--- config.mk ---
export PLATFORM = sky130hd
export DESIGN_NAME = axi4_req_flit_arbiter
export DESIGN_NICKNAME = d
export VERILOG_FILES = /design/src/rtl/axi4_req_flit_arbiter.sv
export SDC_FILE = /design/constraint.sdc
export NUM_CORES = 1
export LEC_CHECK = 0
export BUFFER_PORTS_ARGS = -buffer_cell sky130_fd_sc_hd__buf_2
export CORE_AREA = 3 3 110 112
export CTS_CLUSTER_DIAMETER = 100
export CTS_CLUSTER_SIZE = 10
export DETAILED_ROUTE_END_ITERATION = 6
export DIE_AREA = 0 0 113 115
export PLACE_DENSITY = 0.65
export SETUP_SLACK_MARGIN = 0.1
export SYNTH_ARGS = -nofsm -noshare
export SYNTH_HDL_FRONTEND = slang
export SYNTH_SLANG_ARGS = --single-unit
--- constraint.sdc ---
create_clock -name CLK -period 7.5 [get_ports CLK]
set_clock_uncertainty 0.1 [all_clocks]
set_input_delay 1.125 -clock CLK [delete_from_list [all_inputs] [get_ports CLK]]
set_output_delay 1.125 -clock CLK [all_outputs]
set_load 0.005 [all_outputs]
--- src/rtl/axi4_req_flit_arbiter.sv ---
// AXI4 AW/W/AR request channels round-robin arbitrated onto one registered NoC flit stream.
// Optional W-burst locking (contiguous bursts) enabled by defining AXI4_ARB_WBURST_LOCK_EN.
module axi4_req_flit_arbiter #(
  parameter int unsigned MAX_OUTSTANDING = 4,
  localparam int unsigned ID_W   = 8,
  localparam int unsigned ADDR_W = 32,
  localparam int unsigned DATA_W = 64,
  localparam int unsigned STRB_W = 8,
  localparam int unsigned FLIT_W = 92
) (
  input  logic              CLK,
  input  logic              RST_N,
  input  logic              aw_valid,
  output logic              aw_ready,
  input  logic [ID_W-1:0]   aw_id,
  input  logic [ADDR_W-1:0] aw_addr,
  input  logic [7:0]        aw_len,
  input  logic [2:0]        aw_size,
  input  logic [1:0]        aw_burst,
  input  logic              w_valid,
  output logic              w_ready,
  input  logic [DATA_W-1:0] w_data,
  input  logic [STRB_W-1:0] w_strb,
  input  logic              w_last,
  input  logic              ar_valid,
  output logic              ar_ready,
  input  logic [ID_W-1:0]   ar_id,
  input  logic [ADDR_W-1:0] ar_addr,
  input  logic [7:0]        ar_len,
  input  logic [2:0]        ar_size,
  input  logic [1:0]        ar_burst,
  output logic              flit_valid,
  input  logic              flit_ready,
  output logic [2:0]        flit_chan,
  output logic [FLIT_W-1:0] flit_data
);

  localparam int unsigned CNT_W = $clog2(MAX_OUTSTANDING + 1);
  localparam logic [2:0] CHAN_AW = 3'b001;
  localparam logic [2:0] CHAN_W  = 3'b011;
  localparam logic [2:0] CHAN_AR = 3'b010;

  typedef enum logic [1:0] {RR_AW, RR_W, RR_AR} rr_t;

  rr_t              rr_last;
  logic [CNT_W-1:0] out_cnt;
  logic             lock;
  logic             can_load;
  logic             elig_aw, elig_w, elig_ar;
  logic             grant_aw, grant_w, grant_ar;
  logic [2:0]       next_chan;
  logic [FLIT_W-1:0] next_data;

`ifdef AXI4_ARB_WBURST_LOCK_EN
  typedef enum logic {LOCK_IDLE, LOCK_WBURST} lock_t;
  lock_t lock_state;

  // Once a burst starts, hold the stream for W until its last beat is granted.
  always_ff @(posedge CLK) begin
    if (!RST_N) begin
      lock_state <= LOCK_IDLE;
    end else if (grant_w) begin
      lock_state <= w_last ? LOCK_IDLE : LOCK_WBURST;
    end
  end

  assign lock = (lock_state == LOCK_WBURST);
`else
  assign lock = 1'b0;
`endif

  assign can_load = RST_N & (~flit_valid | flit_ready);
  assign elig_aw  = aw_valid & (out_cnt < CNT_W'(MAX_OUTSTANDING)) & ~lock;
  assign elig_w   = w_valid & (out_cnt != '0);
  assign elig_ar  = ar_valid & ~lock;

  // Round-robin: search starts at the channel after the last granted one.
  always_comb begin
    grant_aw = 1'b0;
    grant_w  = 1'b0;
    grant_ar = 1'b0;
    if (can_load) begin
      case (rr_last)
        RR_AW: begin
          if (elig_w)       grant_w  = 1'b1;
          else if (elig_ar) grant_ar = 1'b1;
          else if (elig_aw) grant_aw = 1'b1;
        end
        RR_W: begin
          if (elig_ar)      grant_ar = 1'b1;
          else if (elig_aw) grant_aw = 1'b1;
          else if (elig_w)  grant_w  = 1'b1;
        end
        default: begin
          if (elig_aw)      grant_aw = 1'b1;
          else if (elig_w)  grant_w  = 1'b1;
          else if (elig_ar) grant_ar = 1'b1;
        end
      endcase
    end
  end

  assign aw_ready = grant_aw;
  assign w_ready  = grant_w;
  assign ar_ready = grant_ar;

  always_comb begin
    next_chan = CHAN_AR;
    next_data = {39'b0, ar_id, ar_addr, ar_len, ar_size, ar_burst};
    if (grant_aw) begin
      next_chan = CHAN_AW;
      next_data = {39'b0, aw_id, aw_addr, aw_len, aw_size, aw_burst};
    end else if (grant_w) begin
      next_chan = CHAN_W;
      next_data = {19'b0, w_last, w_strb, w_data};
    end
  end

  always_ff @(posedge CLK) begin
    if (!RST_N) begin
      flit_valid <= 1'b0;
      flit_chan  <= 3'b000;
      flit_data  <= '0;
    end else if (grant_aw | grant_w | grant_ar) begin
      flit_valid <= 1'b1;
      flit_chan  <= next_chan;
      flit_data  <= next_data;
    end else if (flit_ready) begin
      flit_valid <= 1'b0;
    end
  end

  // Writes whose AW has been sent but whose W burst has not yet completed.
  always_ff @(posedge CLK) begin
    if (!RST_N) begin
      out_cnt <= '0;
    end else begin
      case ({grant_aw, grant_w & w_last})
        2'b10:   out_cnt <= out_cnt + CNT_W'(1);
        2'b01:   out_cnt <= out_cnt - CNT_W'(1);
        default: out_cnt <= out_cnt;
      endcase
    end
  end

  always_ff @(posedge CLK) begin
    if (!RST_N) begin
      rr_last <= RR_AR;
    end else if (grant_aw) begin
      rr_last <= RR_AW;
    end else if (grant_w) begin
      rr_last <= RR_W;
    end else if (grant_ar) begin
      rr_last <= RR_AR;
    end
  end

endmodule

## Word-level counts from Yosys, hierarchy flattened

Cells that the tools add are included.

- Bitwise gates (word level): 9
- Reduce and logical (&&, ||, !) cells: 7
- Order comparisons: 1
- Equality and inequality tests: 3
- $add $sub $neg: 2
- Mux-type cells: 25

Operators by type and width:

| operator | number |
|---|---|
| 73-bit 2-to-1 mux | 2 |
| 1-bit 2-to-1 mux | 15 |
| 2-bit 2-to-1 mux | 4 |
| 1-bit one-hot mux with 2 select lines | 3 |
| 3-bit one-hot mux with 2 select lines | 1 |
| 2-bit nonzero test | 3 |
| 3-bit nonzero test | 2 |
| 1-bit AND | 4 |
| 2-bit by 1-bit equality test with 1-bit output, second input constant | 2 |
| 3-bit by 1-bit adder with 3-bit output, second input constant | 1 |
| 3-bit less-than comparator, second input constant | 1 |
| 1-bit bitwise OR | 3 |
| 3-bit by 1-bit subtractor with 3-bit output, second input constant | 1 |
| 2-bit equality test, second input constant | 1 |
| 2-bit zero test | 1 |
| 1-bit inverter | 2 |
| 2-bit OR reduction | 1 |

- Register bits: 101
- Logic and storage cells: 53
- Input port bits: 185
- Output and inout port bits: 99

## Logic depth before layout (Yosys ltp)

Gate-level depths: netlist of the first run.

- Depth after elaboration: 10
- Mapped depth: 11
- Depth with buffers taken out: 10

## Worst setup path before layout of the first run

OpenSTA, ideal clock, no wires.

- Path kind: in2reg
- Start: input port ar_valid
- End: register out_cnt[2]
- Required time: 7.329 ns
- Cell stages on the path: 11
- Path slack: 3.874 ns
- Buffers on the path: 1
- Setup time: 0.071 ns
- Arrival: 3.455 ns
- Path through: nor2b_1 -> o22a_1 -> nor3_1 -> clkbuf_1 -> and2_1 -> ha_1 -> inv_1 -> fa_1 -> xor2_1 -> or3_1 -> a21oi_1

- Word-level cells in the longest chain between the ends: 6
- Elaborated cells between the ends (all ways): 12
- Those cells by class: eq/ne (2); mux (8); bitwise (1); reduce/logical (1)

RTL lines:

| item | RTL line | source |
|---|---|---|
| from (decl) | 25 | `input logic ar_valid,` |
| 1-bit 2-to-1 mux (*) | 90 | `if (elig_ar) grant_ar = 1'b1;` |
| 1-bit one-hot mux with 2 select lines (*) | 83 | `case (rr_last)` |
| 1-bit 2-to-1 mux (*) | 82 | `if (can_load) begin` |
| named net w_ready | 21 | `output logic w_ready,` |
| 1-bit AND (*) | 138 | `case ({grant_aw, grant_w & w_last})` |
| 2-bit by 1-bit equality test with 1-bit output or 2-bit equality test (tied branches) | 138 |  |
| 3-bit one-hot mux with 2 select lines or 2-bit nonzero test (tied branches) | -- |  |
| to (signal assigned) | 139 | `2'b10: out_cnt <= out_cnt + CNT_W'(1);` |
| to (signal assigned) | 140 | `2'b01: out_cnt <= out_cnt - CNT_W'(1);` |
| to (signal assigned) | 141 | `default: out_cnt <= out_cnt;` |
| to (decl) | 46 | `logic [CNT_W-1:0] out_cnt;` |

Mark *: on every way through the listed nets, which the timed path passes. The rest lies on a longest branch.
A chain may end at the register's enable or synchronous reset.

## Worst setup path in the final report of the first run

- Start: input port flit_ready
- End: register out_cnt[2]

- Word-level cells in the longest chain between the ends: 6
- Elaborated cells between the ends (all ways): 9
- Those cells by class: eq/ne (2); mux (3); bitwise (3); reduce/logical (1)

RTL lines:

| item | RTL line | source |
|---|---|---|
| from (decl) | 33 | `input logic flit_ready,` |
| 1-bit bitwise OR (*) | 72 | `assign can_load = RST_N & (~flit_valid \| flit_ready);` |
| 1-bit AND (*) | 72 |  |
| 1-bit 2-to-1 mux | 82 |  |
| 1-bit AND | 138 |  |
| 2-bit by 1-bit equality test with 1-bit output or 2-bit equality test (tied branches) | 138 |  |
| 3-bit one-hot mux with 2 select lines or 2-bit nonzero test (tied branches) | -- |  |

Every way passes the cells marked *; elsewhere a longest branch is shown, timed or not.

==> run_results.csv, run 1 <==
group,metric,value,unit
outcome,status,"completed",
placement,port_buffers,263,
yosys,synth_area_per_cell,8.34,µm²
placement,place.gp.congestion,0.826,
clock_tree,cts-root-buf,"clkbuf_16",
sta,finalWorstSetupSlack,3.41,ns
global_routing,grt_first_pass_wirelength,20100,µm
setup_path,cp_data_required_time,7.63,ns
global_routing,grt_pass1_vias,4030,
routing,vias_per_cell,5.23,
layout,insertedDiodeCount,0,
sta,tightest_slew,1.26,ns
sta,min_period,4.09,ns
global_routing,grt_start_max_net_pins,56,
job,cap_violations,0,
die,dieHeight,115,µm
yosys,synth_area_leader_cell,"dfxtp_1",
routing,drt_iter0_drc,375,
global_routing,antenna_found_initial,1,
clock_tree,clkTransAtPathRegs,0.06,ns
routing,vias,4379,
placement,post-place-ws,3.12,ns
global_routing,grt-ovfl-total,0,
yosys,synth_area,0.00375,mm²
setup_path,startpoint_type,"input pin",
sta,period_share,0.545,
routing,postRouteAntennaNets,0,
layout,drive_gt1_frac,0.418,
die,core_region_area,0.0113,mm²
yosys,ys_ff_latch,81,
sta,fmax,245,MHz
layout,final_cells,837,
clock_tree,post_cts_buffers,0,
routing,routedWlPerCell,16.2,µm
layout,postLayoutCoreUtil,0.475,
die,io_pins,284,
power,peakVddDrop,131,µV
setup_path,worstPathMaxFanout,36,
yosys,ys_warn_count,0,
layout,fill_cells,1145,
sta,rsz0062_at_grt,"false",
sta,finalSetupTns,0,ns
yosys,yosysTopAreaCellShare,0.432,
setup_path,r2r_cells,10,
clock_tree,cts_hold_buf,0,
clock_tree,clock_latency,0.32,ns
yosys,netlist_instances,450,
min_path,hold_path_depth,2,
clock_tree,cts_htree_levels,3,
setup_path,worstSetupPathType,"input pin to flip-flop",
clock_tree,numClockSinks,81,
setup_path,worstPathArrival,4.22,ns
sta,slew_headroom,0.162,
die,initial_core_util,0.331,
layout,final_common_cell,"buf_2",
clock_tree,cts_tree,"built",
die,die-area,0.0130,mm²
placement,place_inst,821,
routing,drtPass1Iterations,5,
sta,whs,0.341,ns
die,row_count,39,
setup_path,end_kind,"flip-flop",
power,power.density,225,mW/mm²
sta,setup_violations,0,
global_routing,grt_util_all_layers,0.192,
layout,nNetsFinal,876,
min_path,holdCritPathClass,"flip-flop to flip-flop",
yosys,ys_seq_area_frac,0.432,
clock_tree,cts_buffer_depth,2,
layout,multiInputGateArea,0.00184,mm²
power,p_leak,0.00252,µW
routing,wirelength,13600,µm
die,dieWidth,113,µm
layout,seqCellArea,0.00162,mm²
sta,final-hold-violation-count,0,
routing,post-route-drc-count,0,
yosys,synth_area_leaders,"dfxtp_1 43%, o221ai_1 7.9%, a21oi_1 7.7%",
layout,final_cell_mix,"263 x buf_2, 81 x dfxtp_1, 58 x a21oi_1, 46 x o21ai_0, 40 x nand2_1",
layout,syn_to_final_growth,43.3,%
clock_tree,postCtsResizedCells,0,
placement,dp_hpwl,9960,µm
clock_tree,numCtsBuffers,9,
sta,drv_slew,0,
yosys,synth_cell_types,38,
-- final cells by class --
cell class              instances  area share
well taps                     143      0.0333
clock buffers                  10      0.0445
repair buffers                268       0.252
flip-flops and latches         81       0.302
multi-input cells             323       0.343
clock inverters                 6      0.0214
inverters                       6     0.00419
-- path summary, 6_finish.rpt --
check	startpoint	to	slack (ns)
hold / removal	flit_data[25]	flit_data[25]	0.34
hold reg to reg	flit_data[25]	flit_data[25]	0.34
setup / recovery	flit_ready	out_cnt[2]	3.41
setup reg to reg	flit_valid	out_cnt[2]	4.06
-- power by group --
group	switching [µW]	internal, µW
clock	176	335
combinational	118	95.8
sequential	17.3	465
total	311	897
-- Yosys cell counts, drive strengths merged --
| cell | instances |
|---|---|
| and2 | 2 |
| clkinv | 1 |
| o2111ai | 1 |
| nor2 | 32 |
| a31oi | 1 |
| o311a | 1 |
| o31a | 1 |
| nand2 | 40 |
| ha | 1 |
| o221ai | 34 |
| nor3 | 2 |
| conb | 1 |
| a311oi | 1 |
| a311o | 1 |
| a22oi | 20 |
| a221oi | 19 |
| nand2b | 3 |
| xor2 | 2 |
| a21o | 1 |
| o22a | 1 |
| dfxtp | 81 |
| fa | 1 |
| o22ai | 1 |
| o21ai | 75 |
| buf | 38 |
| or3 | 2 |
| nor2b | 3 |
| clkbuf | 21 |
| a21oi | 58 |
| inv | 5 |
-- state kept, by name (all words and copies together) (netlist names) --
register / count
rr_last: 2
flit_chan: 2
flit_valid: 1
out_cnt: 3
flit_data: 73
-- cells by family after synthesis --
logic type,synth area share
simple gates,0.0941
xor+xnor,0.00467
buf+inv,0.0971
compound gates,0.362
other cells,0.00100
fa+ha+maj,0.00867
flops,0.432
-- worst max-delay path, stage by stage --
cell	delay (ns)
buf_2	0.10
nand2b_1	0.21
nand2_1	0.58
nor2_4	0.24
inv_2	0.57
ha_1	0.32
inv_1	0.07
fa_1	0.37
xor2_1	0.15
or3_1	0.31
a21oi_1	0.15
-- per-stage QoR --
step	area [µm²]	total power, µW
2_1_floorplan	3820	606
3_3_place_gp	5020	701
3_5_place_dp	5020	706
4_1_cts	5370	1220
5_1_grt	5370	1270
6_report	5370	1210
-- metal layers --
| layer | wire [µm] | up-vias | GRT usage |
|---|---|---|---|
| met2 | 6910 | 193 | 0.344 |
| met5 | 7 | - | 0 |
| met4 | 166 | 2 | 0.0593 |
| met3 | 1070 | 16 | 0.0416 |
| li1 | - | 2119 | - |
| met1 | 5430 | 2049 | 0.230 |
Note: power is estimated with default switching activity, not from simulation.
==> run 2, diff against run 1 <==
--- a/config.mk
+++ b/config.mk
@@ -5,13 +5,14 @@
 export SDC_FILE = /design/constraint.sdc
 export NUM_CORES = 1
 export LEC_CHECK = 0
+export ABC_AREA = 1
 export BUFFER_PORTS_ARGS = -buffer_cell sky130_fd_sc_hd__buf_2
-export CORE_AREA = 3 3 110 112
+export CORE_MARGIN = 3
+export CORE_UTILIZATION = 41
 export CTS_CLUSTER_DIAMETER = 100
 export CTS_CLUSTER_SIZE = 10
 export DETAILED_ROUTE_END_ITERATION = 6
-export DIE_AREA = 0 0 113 115
-export PLACE_DENSITY = 0.65
+export PLACE_DENSITY = 0.75
 export SETUP_SLACK_MARGIN = 0.1
 export SYNTH_ARGS = -nofsm -noshare
 export SYNTH_HDL_FRONTEND = slang
==> constraint.sdc (replaced) <==
create_clock -name CLK -period 3.6 [get_ports CLK]
set_clock_uncertainty 0.1 [all_clocks]
set_input_delay 0.54 -clock CLK [delete_from_list [all_inputs] [get_ports CLK]]
set_output_delay 0.54 -clock CLK [all_outputs]
set_load 0.005 [all_outputs]
==> run 2 against run 1 <==
Critical path depth fell by 5; sequential cell count stayed put; largest power group is now sequential cells; final area increased by 24%; clock power is 100% higher; via count increased by 34%; wire length is 19% higher; first-iteration DRC count grew 19%; sequential share of layout area is 5.9 points lower; worst hold slack gained 0.014 ns; synthesized cell count is 84% higher; sequential power up 110%; critical endpoint is now aw_ready; register-to-register slack got worse by 3.0 ns.
==> run_results.csv, run 2 <==
group,metric,value,unit
min_path,holdCritPathClass,"input pin to flip-flop",
job,cap_violations,0,
routing,routedWlPerCell,13.1,µm
yosys,ys_warn_count,0,
die,dieHeight,118,µm
yosys,yosysMostFrequentCell,"nand2_1",
layout,nNetsFinal,1239,
clock_tree,cts_tree,"built",
routing,wirelength,16100,µm
yosys,synth_edf_count,0,
clock_tree,cts-root-buf,"clkbuf_16",
sta,slew_headroom,0.434,
clock_tree,clock_latency,0.33,ns
sta,period_share,0.827,
yosys,synthTopCellsByCount,"254 x nand2_1, 125 x nor2_1, 81 x dfxtp_1",
die,io_pins,284,
sta,whs,0.355,ns
routing,met3_length,1020,µm
routing,postRouteAntennaNets,0,
yosys,synth_area_leader_cell,"dfxtp_1",
sta,drv_slew,0,
clock_tree,cts_htree_levels,3,
setup_path,worstSetupPathType,"flip-flop to output pin",
sta,tightest_slew,0.849,ns
setup_path,crit_path_cell_trace,"inv_2 > nand2_1 > a21oi_4 > nand3_4 > inv_2 > buf_2",
setup_path,worstPathMaxFanout,49,
yosys,async_flop_share,0,
global_routing,grt_util_all_layers,0.228,
sta,fmax,336,MHz
routing,vias,5863,
yosys,yosysTopAreaCellShare,0.318,
clock_tree,numCtsBuffers,9,
setup_path,startpoint_type,"flip-flop",
power,power,2790,µW
layout,fill_cells,1274,
routing,post-route-drc-count,0,
routing,drtPass1Iterations,5,
routing,vias_per_cell,4.78,
layout,final_cell_mix,"263 x buf_2, 253 x nand2_1, 125 x nor2_1, 81 x dfxtp_1, 78 x inv_1",
setup_path,end_kind,"output pin",
global_routing,antenna_found_initial,2,
setup_path,max_stage_delay,0.71,ns
global_routing,grt_pass1_vias,5516,
placement,dp_hpwl,11400,µm
setup_path,worstPathArrival,2.34,ns
power,p_leak,0.00382,µW
routing,wl_met1,6810,µm
layout,top_register,"flit_data",
yosys,synth_area,0.00510,mm²
yosys,synth_area_per_cell,6.17,µm²
layout,postLayoutCoreUtil,0.553,
die,core_region_area,0.0121,mm²
routing,top_layer,"met4",
routing,met2_length,7820,µm
setup_path,path_common_cell,"inv_2",
yosys,synth_area_leaders,"dfxtp_1 32%, nand2_1 19%, nor2_1 9.2%",
die,row_count,40,
clock_tree,postCtsResizedCells,0,
outcome,status,"completed",
layout,top_regs,"flit_data: 73 flops, out_cnt: 3 flops",
power,power.density,419,mW/mm²
clock_tree,numClockSinks,81,
yosys,dominantRegCellSynth,"dfxtp_1",
setup_path,worst-path-buf-inv,3,
setup_path,cp_data_required_time,2.96,ns
setup_path,critPathTopFamily,"buffers and inverters",
placement,port_buffers,263,
sta,min_period,2.98,ns
die,initial_core_util,0.423,
clock_tree,cts_buffer_depth,2,
layout,drive_gt1_frac,0.289,
global_routing,grt-ovfl-total,0,
layout,largest_register_ffs,73,
clock_tree,post_cts_buffers,0,
setup_path,slowest_stage,"inv_2",
sta,finalSetupTns,0,ns
routing,drt_iter0_drc,447,
placement,place.gp.congestion,0.855,
yosys,ys_ff_latch,81,
sta,final-hold-violation-count,0,
placement,place_inst,1209,
yosys,ys_seq_area_frac,0.318,
power,peakVddDrop,217,µV
clock_tree,clkTransAtPathRegs,0.07,ns
yosys,synth_cell_types,25,
die,dieWidth,118,µm
layout,final_cells,1227,
sta,rsz0062_at_grt,"false",
yosys,netlist_instances,826,
clock_tree,cts_hold_buf,0,
layout,final_common_cell,"buf_2",
global_routing,grt_start_max_net_pins,76,
layout,syn_to_final_growth,30.9,%
die,die-area,0.0138,mm²
global_routing,grt_first_pass_wirelength,26500,µm
sta,setup_violations,0,
==> run 2: worst paths after layout <==
check / slack, ns / cells after the start / startpoint / to
hold / removal: 0.36 / 3 / w_strb[3] / flit_data[67]
hold reg to reg: 0.36 / 2 / flit_chan[0] / flit_chan[0]
setup / recovery: 0.62 / 6 / out_cnt[2] / aw_ready
setup reg to reg: 1.07 / 13 / out_cnt[2] / out_cnt[2]
==> run 2: per-layer routing <==
metal  vias up  global-route usage
met5         -                   0
met4         0              0.0813
met3        31              0.0514
met2       230               0.399
met1      2600               0.275
li1       3002                   -
==> run 2: cell families (layout without fill, tap and decap cells) <==
family | after synthesis | count (layout) | share of synthesized area
other cells | 1 | 22 | 0.000736
simple gates | 547 | 547 | 0.490
fa+ha+maj | 2 | 2 | 0.00638
buf+inv | 164 | 376 | 0.152
flops | 81 | 81 | 0.318
compound gates | 31 | 31 | 0.0326
==> run 2: final cells by class <==
cell class                 count  area, µm²  share of cell area
clock buffer                   9        225              0.0338
antenna                        2       5.00            0.000750
inverter                      85        319              0.0478
multi-input combinational    600       2780               0.416
sequential                    81       1620               0.243
clock inverter                 7        108              0.0161
timing repair buffer         275       1410               0.211
tap                          168        210              0.0315
==> run 2: worst min-delay path, stage by stage <==
cell and delay, ns:
buf_2 0.09, nand2_1 0.05, a21oi_1 0.06
==> run 2: report_power, final <==
| part | internal [µW] | switching, µW | leakage, µW | total (µW) |
|---|---|---|---|---|
| clock network | 622 | 402 | 0.000160 | 1020 |
| logic | 315 | 428 | 0.00299 | 742 |
| registers | 989 | 37.0 | 0.000666 | 1030 |
| total | 1930 | 867 | 0.00382 | 2790 |
==> run 2: through the flow <==
stage	area (µm²)	worst slack, ns
final	6670	0.623
after global routing	6670	0.394
after CTS	6670	0.560
after detailed placement	6330	0.650
after global placement	6330	0.665
after floorplan	5170	1.03
==> run 3, diff against run 2 <==
==> constraint.sdc (replaced) <==
create_clock -name CLK -period 2.45 [get_ports CLK]
set_clock_uncertainty 0.1 [all_clocks]
set_input_delay 0.3675 -clock CLK [delete_from_list [all_inputs] [get_ports CLK]]
set_output_delay 0.3675 -clock CLK [all_outputs]
set_load 0.005 [all_outputs]
==> run 3 against run 2 <==
Register-to-register slack worse by 0.80 ns; die area is the same; power grew 44%; highest routed layer is now met5.
==> run_results.csv, run 3 (same netlist as run 2, synthesis figures left out) <==
group,metric,value,unit
outcome,status,"completed",
clock_tree,cts-root-buf,"clkbuf_16",
routing,post-route-drc-count,0,
setup_path,critPathLaunch,"out_cnt[2]",
power,peakVddDrop,276,µV
clock_tree,cts_hold_buf,0,
global_routing,grt_first_pass_wirelength,26400,µm
die,core_region_area,0.0121,mm²
layout,top_regs,"flit_data: 73 flops, out_cnt: 3 flops",
power,p_leak,0.00388,µW
routing,drt_iter0_drc,396,
setup_path,worstPathMaxFanout,4,
sta,rsz0062_at_grt,"true",
layout,drive_gt1_frac,0.298,
die,dieWidth,118,µm
layout,largest_register_ffs,73,
layout,insertedDiodeCount,0,
clock_tree,cts_tree,"built",
global_routing,antenna_found_initial,1,
routing,vias_per_cell,4.78,
sta,fmax,459,MHz
min_path,hold_path_depth,3,
clock_tree,cts_buffer_depth,2,
sta,period_share,0.890,
routing,drtPass1Iterations,5,
setup_path,worstPathArrival,2.29,ns
sta,setup_violations,0,
min_path,holdCritPathClass,"input pin to flip-flop",
clock_tree,numCtsBuffers,9,
die,initial_core_util,0.423,
clock_tree,numClockSinks,81,
sta,min_period,2.18,ns
sta,drv_slew,0,
sta,slew_headroom,0.595,
layout,final_cell_mix,"263 x buf_2, 253 x nand2_1, 124 x nor2_1, 81 x dfxtp_1, 78 x inv_1",
global_routing,grt_start_max_net_pins,60,
min_path,min_to,"flit_data[71]",
setup_path,r2r_cells,13,
routing,wirelength,16200,µm
global_routing,grt_pass1_vias,5460,
layout,nNetsFinal,1250,
clock_tree,cts_htree_levels,3,
layout,syn_to_final_growth,33.2,%
sta,tightest_slew,0.607,ns
placement,dp_hpwl,11800,µm
setup_path,regToRegSetupSlack,0.27,ns
layout,top_register,"flit_data",
clock_tree,clock_latency,0.33,ns
setup_path,end_kind,"flip-flop",
sta,final-hold-violation-count,0,
die,die-area,0.0138,mm²
sta,finalSetupTns,0,ns
global_routing,grt_util_all_layers,0.228,
setup_path,startpoint_type,"flip-flop",
routing,routedWlPerCell,13.1,µm
placement,place.gp.congestion,0.858,
layout,final_common_cell,"buf_2",
setup_path,r2r-end,"out_cnt[2]",
clock_tree,post_cts_buffers,0,
die,dieHeight,118,µm
placement,port_buffers,263,
setup_path,cp_data_required_time,2.56,ns
die,io_pins,284,
power,power,4020,µW
die,row_count,40,
global_routing,grt-ovfl-total,0,
clock_tree,clkTransAtPathRegs,0.07,ns
job,cap_violations,0,
setup_path,r2r_start,"out_cnt[2]",
routing,vias,5912,
routing,postRouteAntennaNets,0,
power,power.density,592,mW/mm²
setup_path,worstSetupPathType,"flip-flop to flip-flop",
min_path,worstHoldStart,"w_strb[7]",
## run 3: critical path, stage by stage, from the launching register on
cell     delay (ns)
dfxtp_1        0.32
inv_2          0.05
nand2_1        0.15
nand2_1        0.09
nand2_2        0.09
nand3_4        0.08
nor2_1         0.10
ha_1           0.18
inv_1          0.08
fa_1           0.37
a21oi_1        0.14
o21ai_0        0.11
o21ai_0        0.15
a21oi_1        0.05
## run 3: stage by stage
stage / setup slack [ns] / std cells / util / hold slack, ns / area, µm²
floorplan: 0.113 / 845 / - / 0.337 / 5170
global placement: 0.230 / 1220 / 0.536 / 0.347 / 6470
detailed placement: 0.160 / 1220 / 0.536 / 0.352 / 6470
CTS: 0.109 / 1236 / 0.562 / 0.169 / 6780
global route: 0.0892 / 1236 / 0.563 / 0.175 / 6790
finish: 0.270 / 1236 / 0.563 / 0.182 / 6790
## run 3: what timing repair did
action | 4_1_cts | 5_1_grt
hold endpoints to repair | 0 | 0
gates resized for setup | 0 | 4
setup endpoints to repair | 0 | 1
## run 3: how the worst max path moves through the flow
stage,endpoint,slack (ns),cells past startpoint
2_1_floorplan,out_cnt[2],0.11,13
3_3_place_gp,out_cnt[2],0.23,13
3_5_place_dp,out_cnt[2],0.16,13
4_1_cts,aw_ready,0.11,6
5_1_grt,out_cnt[2],0.09,11
6_report,out_cnt[2],0.27,13
## run 3: layout make-up
cell class | instances | area [µm²]
multi-input cells | 600 | 2780
clock inverters | 7 | 83.8
fillers | 1272 | 5270
well taps | 168 | 210
repair buffers | 286 | 1550
flip-flops and latches | 81 | 1620
inverters | 85 | 322
clock buffers | 9 | 225
## run 3: power by group
part / internal, µW / total, µW / switching [µW] / leakage, µW
logic: 494 / 1130 / 641 / 0.00306
clock network: 809 / 1380 / 569 / 0.000149
registers: 1450 / 1510 / 53.5 / 0.000666
## run 3: per-layer routing
metal	vias to the layer above	share of wire	track usage
li1	3027	-	-
met1	2643	0.43	0.290
met3	26	0.065	0.0447
met2	214	0.48	0.391
met5	-	0.00080	0
met4	2	0.021	0.0733
